$ cat src/rtl/fft_vis_pkg.sv
// Shared definitions for the FFT magnitude stage and the VGA spectrum visualizer.
// Holds the frame geometry (N_POINTS, ADDR_W), the magnitude width (MAG_W) and
// the frame-alignment FSM state type.
package fft_vis_pkg;

  localparam int unsigned N_POINTS = 512;
  localparam int unsigned ADDR_W   = 9;
  localparam int unsigned MAG_W    = 24;

  typedef enum logic {
    StIdle   = 1'b0,
    StStream = 1'b1
  } frame_state_e;

endpackage

$ cat src/rtl/fft_magnitude_stream_if.sv
// Bin-stream interface between the FFT core, the magnitude stage and the visualizer.
// Signals:
//   i_re, i_im     signed complex bin from the FFT core
//   i_valid, i_sop bin qualifier and start-of-frame marker (no backpressure)
//   o_fft_addr     bin index of o_fft_mag
//   o_fft_mag      unsigned magnitude
//   o_fft_valid    output qualifier
//   o_frame_done   pulse with the last bin of a frame
//   o_sync_err     sticky frame-alignment error
// Modports: master drives the bins and observes results; slave is the magnitude stage.
interface fft_magnitude_stream_if #(
  parameter int unsigned DATA_W = 16,
  parameter int unsigned MAG_W  = fft_vis_pkg::MAG_W,
  parameter int unsigned ADDR_W = fft_vis_pkg::ADDR_W
);

  logic signed [DATA_W-1:0] i_re;
  logic signed [DATA_W-1:0] i_im;
  logic                     i_valid;
  logic                     i_sop;
  logic [ADDR_W-1:0]        o_fft_addr;
  logic [MAG_W-1:0]         o_fft_mag;
  logic                     o_fft_valid;
  logic                     o_frame_done;
  logic                     o_sync_err;

  modport master (
    output i_re, i_im, i_valid, i_sop,
    input  o_fft_addr, o_fft_mag, o_fft_valid, o_frame_done, o_sync_err
  );

  modport slave (
    input  i_re, i_im, i_valid, i_sop,
    output o_fft_addr, o_fft_mag, o_fft_valid, o_frame_done, o_sync_err
  );

endinterface

$ cat src/rtl/fft_mag_approx.sv
// Three-stage alpha-max-beta-min magnitude pipeline with a valid sideband.
//   stage 1: saturated |re|, |im|
//   stage 2: max / min
//   stage 3: mx + mn/4 + mn/8, left shift by GAIN_SHIFT, saturate to MAG_W
// Ports:
//   clk, rst   clock and synchronous active-high reset (clears valid and data)
//   i_re, i_im signed input sample, i_valid qualifies it
//   o_mag      unsigned magnitude, o_valid qualifies it (3 cycles after i_valid)
module fft_mag_approx #(
  parameter int unsigned DATA_W     = 16,
  parameter int unsigned MAG_W      = 24,
  parameter int unsigned GAIN_SHIFT = 4
) (
  input  logic                     clk,
  input  logic                     rst,
  input  logic signed [DATA_W-1:0] i_re,
  input  logic signed [DATA_W-1:0] i_im,
  input  logic                     i_valid,
  output logic [MAG_W-1:0]         o_mag,
  output logic                     o_valid
);

  localparam int unsigned ABS_W = DATA_W - 1;
  localparam int unsigned RAW_W = DATA_W + 1;
  localparam int unsigned SH_W  = RAW_W + GAIN_SHIFT;

  function automatic logic [ABS_W-1:0] sat_abs(input logic signed [DATA_W-1:0] x);
    logic [DATA_W-1:0] neg;
    neg = -x;
    if (!x[DATA_W-1]) return x[ABS_W-1:0];
    // Only the most-negative input negates back to a negative value.
    if (neg[DATA_W-1]) return '1;
    return neg[ABS_W-1:0];
  endfunction

  logic [ABS_W-1:0] r_abs_re, r_abs_im, r_mx, r_mn;
  logic             r_v1, r_v2, r_v3;
  logic [MAG_W-1:0] r_mag;
  logic [RAW_W-1:0] w_raw;
  logic [SH_W-1:0]  w_shifted;
  logic [MAG_W-1:0] w_mag;

  assign w_raw     = RAW_W'(r_mx) + RAW_W'(r_mn >> 2) + RAW_W'(r_mn >> 3);
  assign w_shifted = SH_W'(w_raw) << GAIN_SHIFT;

  generate
    if (SH_W > MAG_W) begin : g_sat
      assign w_mag = (|w_shifted[SH_W-1:MAG_W]) ? '1 : w_shifted[MAG_W-1:0];
    end else begin : g_ext
      assign w_mag = MAG_W'(w_shifted);
    end
  endgenerate

  always_ff @(posedge clk) begin
    if (rst) begin
      r_v1     <= 1'b0;
      r_v2     <= 1'b0;
      r_v3     <= 1'b0;
      r_abs_re <= '0;
      r_abs_im <= '0;
      r_mx     <= '0;
      r_mn     <= '0;
      r_mag    <= '0;
    end else begin
      r_v1     <= i_valid;
      r_abs_re <= sat_abs(i_re);
      r_abs_im <= sat_abs(i_im);
      r_v2     <= r_v1;
      if (r_abs_re >= r_abs_im) begin
        r_mx <= r_abs_re;
        r_mn <= r_abs_im;
      end else begin
        r_mx <= r_abs_im;
        r_mn <= r_abs_re;
      end
      r_v3  <= r_v2;
      r_mag <= w_mag;
    end
  end

  assign o_mag   = r_mag;
  assign o_valid = r_v3;

endmodule

$ cat src/rtl/fft_magnitude_stream.sv
// Streaming magnitude stage between the FFT core and the VGA spectrum visualizer.
// Tracks frame alignment (IDLE/STREAM), numbers accepted bins, runs them through
// fft_mag_approx and pipelines the bin address alongside. Latency 3 cycles.
// Optional feature macro PEAK_HOLD_EN: adds an N_POINTS x MAG_W peak RAM with
// decay (out = max(new, old - old>>DECAY_SHIFT)); latency becomes 4.
// Ports:
//   clk     clock (FFT / visualizer write domain)
//   rst     synchronous active-high reset
//   io_bus  slave side of fft_magnitude_stream_if (bins in, magnitudes out)
module fft_magnitude_stream
  import fft_vis_pkg::*;
#(
  parameter int unsigned DATA_W      = 16,
  parameter int unsigned MAG_W       = fft_vis_pkg::MAG_W,
  parameter int unsigned N_POINTS    = fft_vis_pkg::N_POINTS,
  parameter int unsigned ADDR_W      = fft_vis_pkg::ADDR_W,
  parameter int unsigned GAIN_SHIFT  = 4,
  parameter int unsigned DECAY_SHIFT = 4
) (
  input logic                    clk,
  input logic                    rst,
  fft_magnitude_stream_if.slave  io_bus
);

  localparam logic [ADDR_W-1:0] LAST_BIN = ADDR_W'(N_POINTS - 1);

  generate
    if (GAIN_SHIFT > 7 || DECAY_SHIFT >= MAG_W || N_POINTS < 8 ||
        (32'd1 << ADDR_W) != N_POINTS) begin : g_bad_param
      $error("fft_magnitude_stream: illegal parameter combination");
    end
  endgenerate

  frame_state_e      r_state, w_state_next;
  logic [ADDR_W-1:0] r_bin_cnt, w_bin_cnt_next, w_acc_addr;
  logic              w_accept, w_sync_set, r_sync_err;
  logic [ADDR_W-1:0] r_addr_s1, r_addr_s2, r_addr_s3;
  logic              r_last_s1, r_last_s2, r_last_s3;
  logic [MAG_W-1:0]  w_mag;
  logic              w_mag_valid;

  always_comb begin
    w_state_next   = r_state;
    w_bin_cnt_next = r_bin_cnt;
    w_accept       = 1'b0;
    w_acc_addr     = '0;
    w_sync_set     = 1'b0;
    unique case (r_state)
      StIdle: begin
        if (io_bus.i_valid) begin
          if (io_bus.i_sop) begin
            w_accept       = 1'b1;
            w_bin_cnt_next = ADDR_W'(1);
            w_state_next   = StStream;
          end else begin
            w_sync_set = 1'b1;  // unaligned sample is dropped
          end
        end
      end
      StStream: begin
        if (io_bus.i_valid) begin
          w_accept = 1'b1;
          if (io_bus.i_sop && r_bin_cnt != '0) begin
            // Early start of frame: restart numbering, partial frame stays emitted.
            w_sync_set     = 1'b1;
            w_bin_cnt_next = ADDR_W'(1);
          end else begin
            w_acc_addr = r_bin_cnt;
            if (r_bin_cnt == LAST_BIN) begin
              w_bin_cnt_next = '0;
              w_state_next   = StIdle;
            end else begin
              w_bin_cnt_next = r_bin_cnt + 1'b1;
            end
          end
        end
      end
      default: w_state_next = StIdle;
    endcase
  end

  always_ff @(posedge clk) begin
    if (rst) begin
      r_state    <= StIdle;
      r_bin_cnt  <= '0;
      r_sync_err <= 1'b0;
      r_addr_s1  <= '0;
      r_addr_s2  <= '0;
      r_addr_s3  <= '0;
      r_last_s1  <= 1'b0;
      r_last_s2  <= 1'b0;
      r_last_s3  <= 1'b0;
    end else begin
      r_state    <= w_state_next;
      r_bin_cnt  <= w_bin_cnt_next;
      r_sync_err <= r_sync_err | w_sync_set;
      r_addr_s1  <= w_acc_addr;
      r_addr_s2  <= r_addr_s1;
      r_addr_s3  <= r_addr_s2;
      r_last_s1  <= w_accept && (w_acc_addr == LAST_BIN);
      r_last_s2  <= r_last_s1;
      r_last_s3  <= r_last_s2;
    end
  end

  fft_mag_approx #(
    .DATA_W     (DATA_W),
    .MAG_W      (MAG_W),
    .GAIN_SHIFT (GAIN_SHIFT)
  ) u_mag (
    .clk     (clk),
    .rst     (rst),
    .i_re    (io_bus.i_re),
    .i_im    (io_bus.i_im),
    .i_valid (w_accept),
    .o_mag   (w_mag),
    .o_valid (w_mag_valid)
  );

`ifdef PEAK_HOLD_EN
  // Peak RAM has no reset; r_first_frame forces out = new until a full frame is written.
  logic [MAG_W-1:0]  r_peak_ram [N_POINTS];
  logic [MAG_W-1:0]  r_old_s2, r_old_s3, w_decayed, w_held;
  logic [MAG_W-1:0]  r_out_mag;
  logic [ADDR_W-1:0] r_out_addr;
  logic              r_out_valid, r_out_done, r_first_frame;

  assign w_decayed = r_old_s3 - (r_old_s3 >> DECAY_SHIFT);
  assign w_held    = (r_first_frame || w_mag >= w_decayed) ? w_mag : w_decayed;

  always_ff @(posedge clk) begin
    r_old_s2 <= r_peak_ram[r_addr_s1];
    r_old_s3 <= r_old_s2;
    if (w_mag_valid) r_peak_ram[r_addr_s3] <= w_held;
  end

  always_ff @(posedge clk) begin
    if (rst) begin
      r_out_mag     <= '0;
      r_out_addr    <= '0;
      r_out_valid   <= 1'b0;
      r_out_done    <= 1'b0;
      r_first_frame <= 1'b1;
    end else begin
      r_out_mag   <= w_held;
      r_out_addr  <= r_addr_s3;
      r_out_valid <= w_mag_valid;
      r_out_done  <= w_mag_valid & r_last_s3;
      if (w_mag_valid && r_last_s3) r_first_frame <= 1'b0;
    end
  end

  assign io_bus.o_fft_mag    = r_out_mag;
  assign io_bus.o_fft_addr   = r_out_addr;
  assign io_bus.o_fft_valid  = r_out_valid;
  assign io_bus.o_frame_done = r_out_done;
`else
  assign io_bus.o_fft_mag    = w_mag;
  assign io_bus.o_fft_addr   = r_addr_s3;
  assign io_bus.o_fft_valid  = w_mag_valid;
  assign io_bus.o_frame_done = w_mag_valid & r_last_s3;
`endif

  assign io_bus.o_sync_err = r_sync_err;

endmodule

$ cat src/flat_wrapper.sv
// flat-port wrapper written by rule: the top's interface ports become plain ports
module fft_magnitude_stream_flat import fft_vis_pkg::*;
#(
  parameter int unsigned DATA_W      = 16,
  parameter int unsigned MAG_W       = fft_vis_pkg::MAG_W,
  parameter int unsigned N_POINTS    = fft_vis_pkg::N_POINTS,
  parameter int unsigned ADDR_W      = fft_vis_pkg::ADDR_W,
  parameter int unsigned GAIN_SHIFT  = 4,
  parameter int unsigned DECAY_SHIFT = 4
)
  (clk, rst, io_bus_i_re, io_bus_i_im, io_bus_i_valid, io_bus_i_sop, io_bus_o_fft_addr, io_bus_o_fft_mag, io_bus_o_fft_valid, io_bus_o_frame_done, io_bus_o_sync_err);
  fft_magnitude_stream_if #(.DATA_W(DATA_W), .MAG_W(MAG_W), .ADDR_W(ADDR_W)) io_bus_i ();
  input logic clk;
  input logic rst;
  input wire logic [$bits(io_bus_i.i_re)-1:0] io_bus_i_re;
  input wire logic [$bits(io_bus_i.i_im)-1:0] io_bus_i_im;
  input wire logic [$bits(io_bus_i.i_valid)-1:0] io_bus_i_valid;
  input wire logic [$bits(io_bus_i.i_sop)-1:0] io_bus_i_sop;
  output wire logic [$bits(io_bus_i.o_fft_addr)-1:0] io_bus_o_fft_addr;
  output wire logic [$bits(io_bus_i.o_fft_mag)-1:0] io_bus_o_fft_mag;
  output wire logic [$bits(io_bus_i.o_fft_valid)-1:0] io_bus_o_fft_valid;
  output wire logic [$bits(io_bus_i.o_frame_done)-1:0] io_bus_o_frame_done;
  output wire logic [$bits(io_bus_i.o_sync_err)-1:0] io_bus_o_sync_err;
  assign io_bus_i.i_re = io_bus_i_re;
  assign io_bus_i.i_im = io_bus_i_im;
  assign io_bus_i.i_valid = io_bus_i_valid;
  assign io_bus_i.i_sop = io_bus_i_sop;
  assign io_bus_o_fft_addr = io_bus_i.o_fft_addr;
  assign io_bus_o_fft_mag = io_bus_i.o_fft_mag;
  assign io_bus_o_fft_valid = io_bus_i.o_fft_valid;
  assign io_bus_o_frame_done = io_bus_i.o_frame_done;
  assign io_bus_o_sync_err = io_bus_i.o_sync_err;
  fft_magnitude_stream #(.DATA_W(DATA_W), .MAG_W(MAG_W), .N_POINTS(N_POINTS), .ADDR_W(ADDR_W), .GAIN_SHIFT(GAIN_SHIFT), .DECAY_SHIFT(DECAY_SHIFT)) u_core (.clk(clk), .rst(rst), .io_bus(io_bus_i));
endmodule
$ cat config.mk
export PLATFORM = sky130hd
export DESIGN_NAME = fft_magnitude_stream_flat
export DESIGN_NICKNAME = d
export VERILOG_FILES = /design/src/rtl/fft_vis_pkg.sv /design/src/rtl/fft_magnitude_stream_if.sv /design/src/rtl/fft_mag_approx.sv /design/src/rtl/fft_magnitude_stream.sv /design/src/flat_wrapper.sv
export SDC_FILE = /design/constraint.sdc
export NUM_CORES = 1
export LEC_CHECK = 0
export BUFFER_PORTS_ARGS = -buffer_cell sky130_fd_sc_hd__buf_2
export CAP_MARGIN = 10
export CORE_MARGIN = 2
export CORE_UTILIZATION = 47
export DETAILED_ROUTE_END_ITERATION = 10
export GPL_TIMING_DRIVEN = 0
export PLACE_DENSITY_LB_ADDON = 0.1
export SLEW_MARGIN = 40
export SYNTH_ARGS = -nofsm -noshare
export SYNTH_HDL_FRONTEND = slang
export SYNTH_HIERARCHICAL = 1
export SYNTH_SLANG_ARGS = --single-unit
$ cat constraint.sdc
create_clock -name clk -period 2.55 [get_ports clk]
set_input_delay 0.6375 -clock clk [delete_from_list [all_inputs] [get_ports clk]]
set_output_delay 0.6375 -clock clk [all_outputs]
set_load 0.05 [all_outputs]
Word level (Yosys, flattened, before mapping). Index checks and enable logic that the tools add are counted.

Register bits after elaboration: 128. Output and inout port bits: 36. Word-level logic and storage cells: 78.

Add/subtract/negate cells: 5. $lt $le $gt $ge: 1. Equality and inequality tests: 5. Multiplexer cells: 42. Bitwise logic cells: 3. Reduce and logical (&&, ||, !) cells: 4.

Operators by type and width (count): 15-bit 2-to-1 mux (10); 9-bit 2-to-1 mux (8); 16-bit negator (2); 1-bit 2-to-1 mux (20); 9-bit == test (second input constant) (2); 9-bit one-hot mux with 2 select lines (1); 16-bit by 12-bit adder with 17-bit output (1); 15-bit by 13-bit adder with 16-bit output (1); 15-bit greater-or-equal comparator (1); 9-bit by 1-bit adder with 9-bit output (second input constant) (1); 9-bit nonzero test (1); 2-bit inequality test (second input constant) (3); 1-bit one-hot mux with 2 select lines (3); 3-bit AND reduction (1); 1-bit logical AND (2); 1-bit bitwise AND (1); 1-bit inverter (1); 1-bit bitwise OR (1).

Depth between registers and ports, before layout.
Depth after elaboration: 7. Mapped depth: 11. Mapped depth without buffers: 11.

By module. Netlist, hierarchy kept.

Modules (own cells, without submodules): fft_mag_approx (times used 1, cells each 471, area an instance 4367.9 um^2); fft_magnitude_stream (times used 1, cells each 132, area an instance 1403.8 um^2).

Worst setup path before layout. OpenSTA, ideal clock, no wires.

Path kind: register to register. From: reg u_core.u_mag.r_mn[10]. To: reg u_core.u_mag.r_mag[17] (netlist: u_core/u_mag/o_mag[17]). Setup time: 0.121 ns. Arrival: 2.545 ns. Data required time: 2.429 ns. Path slack: -0.115 ns. Cell stages (with the launch flop): 8. Path buffers: 0. Cells stage by stage: dfxtp_1 > fa_1 > ha_1 > a21o_1 > a221o_1 > a31o_2 > o41ai_1 > mux2_2.

Longest elaborated chain between the ends: 2.

Ends and longest elaborated chain: start: declaration (line fft_mag_approx.sv:36) `logic [ABS_W-1:0] r_abs_re, r_abs_im, r_mx, r_mn;`; start signal: assignment (line fft_mag_approx.sv:71) `r_mn <= r_abs_im;`; start signal: assignment (line fft_mag_approx.sv:74) `r_mn <= r_abs_re;`; 15-bit by 13-bit adder with 16-bit output (line fft_mag_approx.sv:43) `assign w_raw = RAW_W'(r_mx) + RAW_W'(r_mn >> 2) + RAW_W'(r_mn >> 3);`; 16-bit by 12-bit adder with 17-bit output * (line fft_mag_approx.sv:43); end signal: assignment (line fft_mag_approx.sv:77) `r_mag <= w_mag;`; end: declaration (line fft_mag_approx.sv:38) `logic [MAG_W-1:0] r_mag;`.

Every way passes the cells marked *; elsewhere a longest branch is shown, timed or not. A chain may end at the register's enable or synchronous reset.

Worst setup path in the final report.
From: reg u_core.u_mag.r_mx[1]. To: reg u_core.u_mag.r_mag[17] (netlist: u_core/u_mag/o_mag[17]).

Longest elaborated chain between the ends: 2.

Ends and longest elaborated chain: start: declaration (line fft_mag_approx.sv:36); start signal: assignment (line fft_mag_approx.sv:70) `r_mx <= r_abs_re;`; start signal: assignment (line fft_mag_approx.sv:73) `r_mx <= r_abs_im;`; 15-bit by 13-bit adder with 16-bit output (line fft_mag_approx.sv:43); 16-bit by 12-bit adder with 17-bit output (line fft_mag_approx.sv:43).

Every way passes these cells.

==> results by group <==
Global routing
  • Grt ovf: 0
  • First-pass GRT wire length: 19.6 mm
  • Vias in the first global route: 4,167
  • Initial antenna violation count: 0
  • Largest net degree at the start of global routing: 17
  • GRT Util Overall: 0.190

Route
  • Total number of vias: 4,420
  • Routed len/inst: 13.9 um
  • Final wirelength: 11.9 mm
  • Vias per cell: 5.18
  • # DRC: 0
  • 1st-pass router iterations: 4
  • Post-route ant nets: 0
  • Initial DRC count: 233

Clock tree
  • Hold_buf cts: 0
  • Clk sinks: 118
  • TritonCTS Buffers: 17
  • TritonCTS clock tree: yes
  • Clk buf depth: 2
  • Clk_lat worst skew: 0.41 ns
  • Clock transition at path regs: 0.05 ns
  • CTS root buf: clkbuf_16
  • H-tree levels: 4

Power and ir drop
  • Pwr Total: 5.45 mW
  • PD cells: 776 mW/mm2
  • Power Internal: 3.83 mW
  • Gate power share: 0.216
  • Clk network pwr share: 0.405
  • Peak supply drop: 0.000323 V
  • Leakage: 3.05 nW
  • Sequential share of power: 0.379
  • Sw Pwr: 1.62 mW
  • Sw Ratio: 0.297

Logic synthesis
  • Number of distinct library cells after synthesis: 67
  • #FFs+latches synth: 118
  • Syn. warnings: 6
  • Synth area leader: dfxtp_1
  • Simple-gate share of the synthesized area: 0.195
  • Compound-Gate Fraction of Synth Area: 0.129
  • Fraction of registers with async set/reset: 0
  • Avg Cell Area, Syn: 9.57 um2
  • Syn Inst Count: 603
  • EDFF count, synth: 0
  • Ys flop type: dfxtp_1
  • Commonest cells in the netlist: dfxtp_1, nand2_1, a21oi_1
  • Count leader, synth: dfxtp_1
  • Synth top area share: 0.409
  • Post-Syn Area: 0.00577 mm2
  • Area contributors post-synth: dfxtp_1, ha_1, mux2i_1
  • Largest family of logic cells by synthesized area: simple AND/OR/NAND/NOR gates
  • Register area share after synthesis: 0.409
  • Synth Area in XOR/XNOR: 0.0440
  • Post-synthesis mux area share: 0.0544
  • Adder-cell share of the synthesized area: 0.119

Layout
  • Area occupied by multi-input gates: 0.00329 mm2
  • Filler cells: 1,043
  • Diodes inserted: 0
  • Layout cells sized above 1: 0.227
  • Post-route insts no fill: 853
  • Utilization after layout: 0.585
  • Register area: 0.00236 mm2
  • Final #Nets: 776
  • Area growth syn-to-layout: 21.7%

Critical path
  • R2R Setup Slk: -0.12 ns
  • CP Launch Type: flop
  • Reg-to-Reg Start: u_core/u_mag/r_mx[1]$_SDFF_PP0_
  • Critical Path End Type: flop
  • Worst path arrival time: 2.97 ns
  • Worst endpoint required time: 2.85 ns
  • Critical path type: flop to flop
  • RR Endpoint: u_core/u_mag/o_mag[17]$_SDFF_PP0_
  • Maximum fanout along the worst path: 4
  • R2R depth: 9

STA
  • Hold Vio Cnt, Final: 0
  • Fmax: 375 MHz
  • Worst Clk Skew: 0.00687 ns
  • Final setup viols: 1
  • Max_slew headroom: 0.559
  • Post-route minimum period: 2.67 ns
  • Sum Neg Setup Slack: -0.118 ns
  • Final worst slack: -0.118 ns
  • Ratio of final minimum period to clock period: 1.05
  • Worst-Margin Slew: 0.662 ns
  • RSZ-0062 raised after global routing: true
  • Final slew viol count: 0

Placement
  • IO buf count: 63
  • DPL Wire Length: 8.87 mm
  • Placed cells: 820
  • Setup Slack @ Placement: -0.161 ns
  • GP Congestion: 0.873

Worst hold path
  • Hold EP: u_core/r_addr_s2[4]$_SDFF_PP0_
  • Min-delay worst type: flop to flop
  • Worst hold start: u_core/r_addr_s1[4]$_SDFF_PP0_
  • Worst Hold Depth: 1

Floorplan
  • IO Pins: 72
  • Initial core utilization: 0.481
  • Die Wd: 115 um
  • Chip Height: 115 um
  • Core area: 0.0120 mm2
  • Site row count: 40
  • Total die area: 0.0132 mm2

Status
  • Failing checks: setup timing
  • Status: finished, violations left

Run
  • Number of max-cap violations: 0
==> placed cells by master, fill, tap and decap left out, types with 7 or more instances in the layout <==
| master | synthesis | layout |
|---|---|---|
| inv_1 | 36 | 35 |
| xor2_1 | 20 | 20 |
| dfxtp_1 | 118 | 116 |
| buf_2 | 3 | 65 |
| xnor2_1 | 9 | 9 |
| conb_1 | 1 | 8 |
| clkbuf_1 | 13 | 12 |
| ha_1 | 34 | 26 |
| mux2i_1 | 28 | 28 |
| fa_1 | 13 | 12 |
| nand2b_1 | 26 | 26 |
| clkbuf_16 | 0 | 17 |
| nor2b_1 | 31 | 30 |
| buf_4 | 8 | 11 |
| nor2_1 | 37 | 37 |
| and2_2 | 8 | 8 |
| nor3_1 | 12 | 12 |
| nand3_1 | 7 | 7 |
| nand2_1 | 40 | 40 |
| a21oi_1 | 39 | 38 |
| o21ai_0 | 15 | 15 |
==> critical path, cell delays in order, from the launching register on <==
cell	delay, ns
dfxtp_2	0.32
fa_1	0.48
ha_2	0.22
inv_2	0.06
fa_2	0.19
nor2b_2	0.05
o31a_1	0.31
a31o_2	0.31
o41ai_2	0.24
mux2_2	0.37
==> registers in the layout, summed over array words and instances (netlist names) <==
register / cells
u_core/u_mag/o_mag: 16
u_core/u_mag/r_abs_im: 15
u_core/u_mag/r_abs_re: 15
u_core/u_mag/r_mx: 15
u_core/u_mag/r_mn: 13
u_core/io_bus.o_fft_addr: 9
u_core/r_addr_s1: 9
u_core/r_addr_s2: 9
u_core/r_bin_cnt: 9
u_core/io_bus.o_sync_err: 1
u_core/r_last_s1: 1
u_core/r_last_s2: 1
u_core/r_last_s3: 1
u_core/r_state: 1
u_core/u_mag/o_valid: 1
u_core/u_mag/r_v1: 1
u_core/u_mag/r_v2: 1
==> worst max-delay path by stage <==
stage                     cells after the start                            start                                 to
after floorplan                               7  u_core/u_mag/r_mx[8]$_SDFF_PP0_  u_core/u_mag/o_mag[17]$_SDFF_PP0_
after global placement                        9  u_core/u_mag/r_mn[4]$_SDFF_PP0_  u_core/u_mag/o_mag[17]$_SDFF_PP0_
after detailed placement                      9  u_core/u_mag/r_mn[4]$_SDFF_PP0_  u_core/u_mag/o_mag[17]$_SDFF_PP0_
after CTS                                     9  u_core/u_mag/r_mx[1]$_SDFF_PP0_  u_core/u_mag/o_mag[17]$_SDFF_PP0_
after global routing                          9  u_core/u_mag/r_mx[1]$_SDFF_PP0_  u_core/u_mag/o_mag[17]$_SDFF_PP0_
final                                         9  u_core/u_mag/r_mx[1]$_SDFF_PP0_  u_core/u_mag/o_mag[17]$_SDFF_PP0_
==> layer usage <==
metal | up-vias | global-route usage | share of wire
met1 | 2026 | 0.242 | 0.47
met5 | - | 0 | 0
met4 | 0 | 0.0811 | 0.012
li1 | 2254 | - | -
met3 | 18 | 0.0496 | 0.045
met2 | 122 | 0.309 | 0.47
==> final cells by class <==
| class | count | share of cell area |
|---|---|---|
| multi-input cells | 427 | 0.469 |
| flip-flops and latches | 118 | 0.337 |
| clock buffers | 20 | 0.0650 |
| repair buffers | 66 | 0.0481 |
| well taps | 147 | 0.0262 |
| plain buffers | 26 | 0.0201 |
| inverters | 37 | 0.0198 |
| clock inverters | 12 | 0.0150 |
==> cells by family after synthesis <==
logic type,after synthesis
other,1
AO/OA/AOI/OAI,112
adder cells (fa/ha/maj),47
AND/OR/NAND/NOR,200
buffers and inverters,65
XOR/XNOR,29
flip-flops,118
multiplexers,31
==> power by group through the flow <==
stage | clock (mW) | combinational [mW] | sequential [mW]
after floorplan | 0 | 0.653 | 2.27
after global placement | 0 | 1.06 | 2.10
after detailed placement | 0 | 1.08 | 2.10
after CTS | 2.26 | 1.12 | 2.06
after global routing | 2.34 | 1.29 | 2.08
final | 2.21 | 1.18 | 2.06
==> what timing repair did <==
| action | 4_1_cts | 5_1_grt |
|---|---|---|
| resized for setup | 8 | 15 |
| setup buffers | 0 | 3 |
| pin swaps | 1 | 2 |
| endpoints found under the hold margin | 0 | 0 |
| setup endpoints to repair | 2 | 17 |
==> metrics by stage <==
| stage | instance area (um2) | hold WS [ns] |
|---|---|---|
| floorplan | 5820 | 0.414 |
| global placement | 6320 | 0.418 |
| detailed placement | 6320 | 0.424 |
| CTS | 6930 | 0.436 |
| global route | 7020 | 0.449 |
| finish | 7020 | 0.436 |
(Power assumes the default switching activity.)
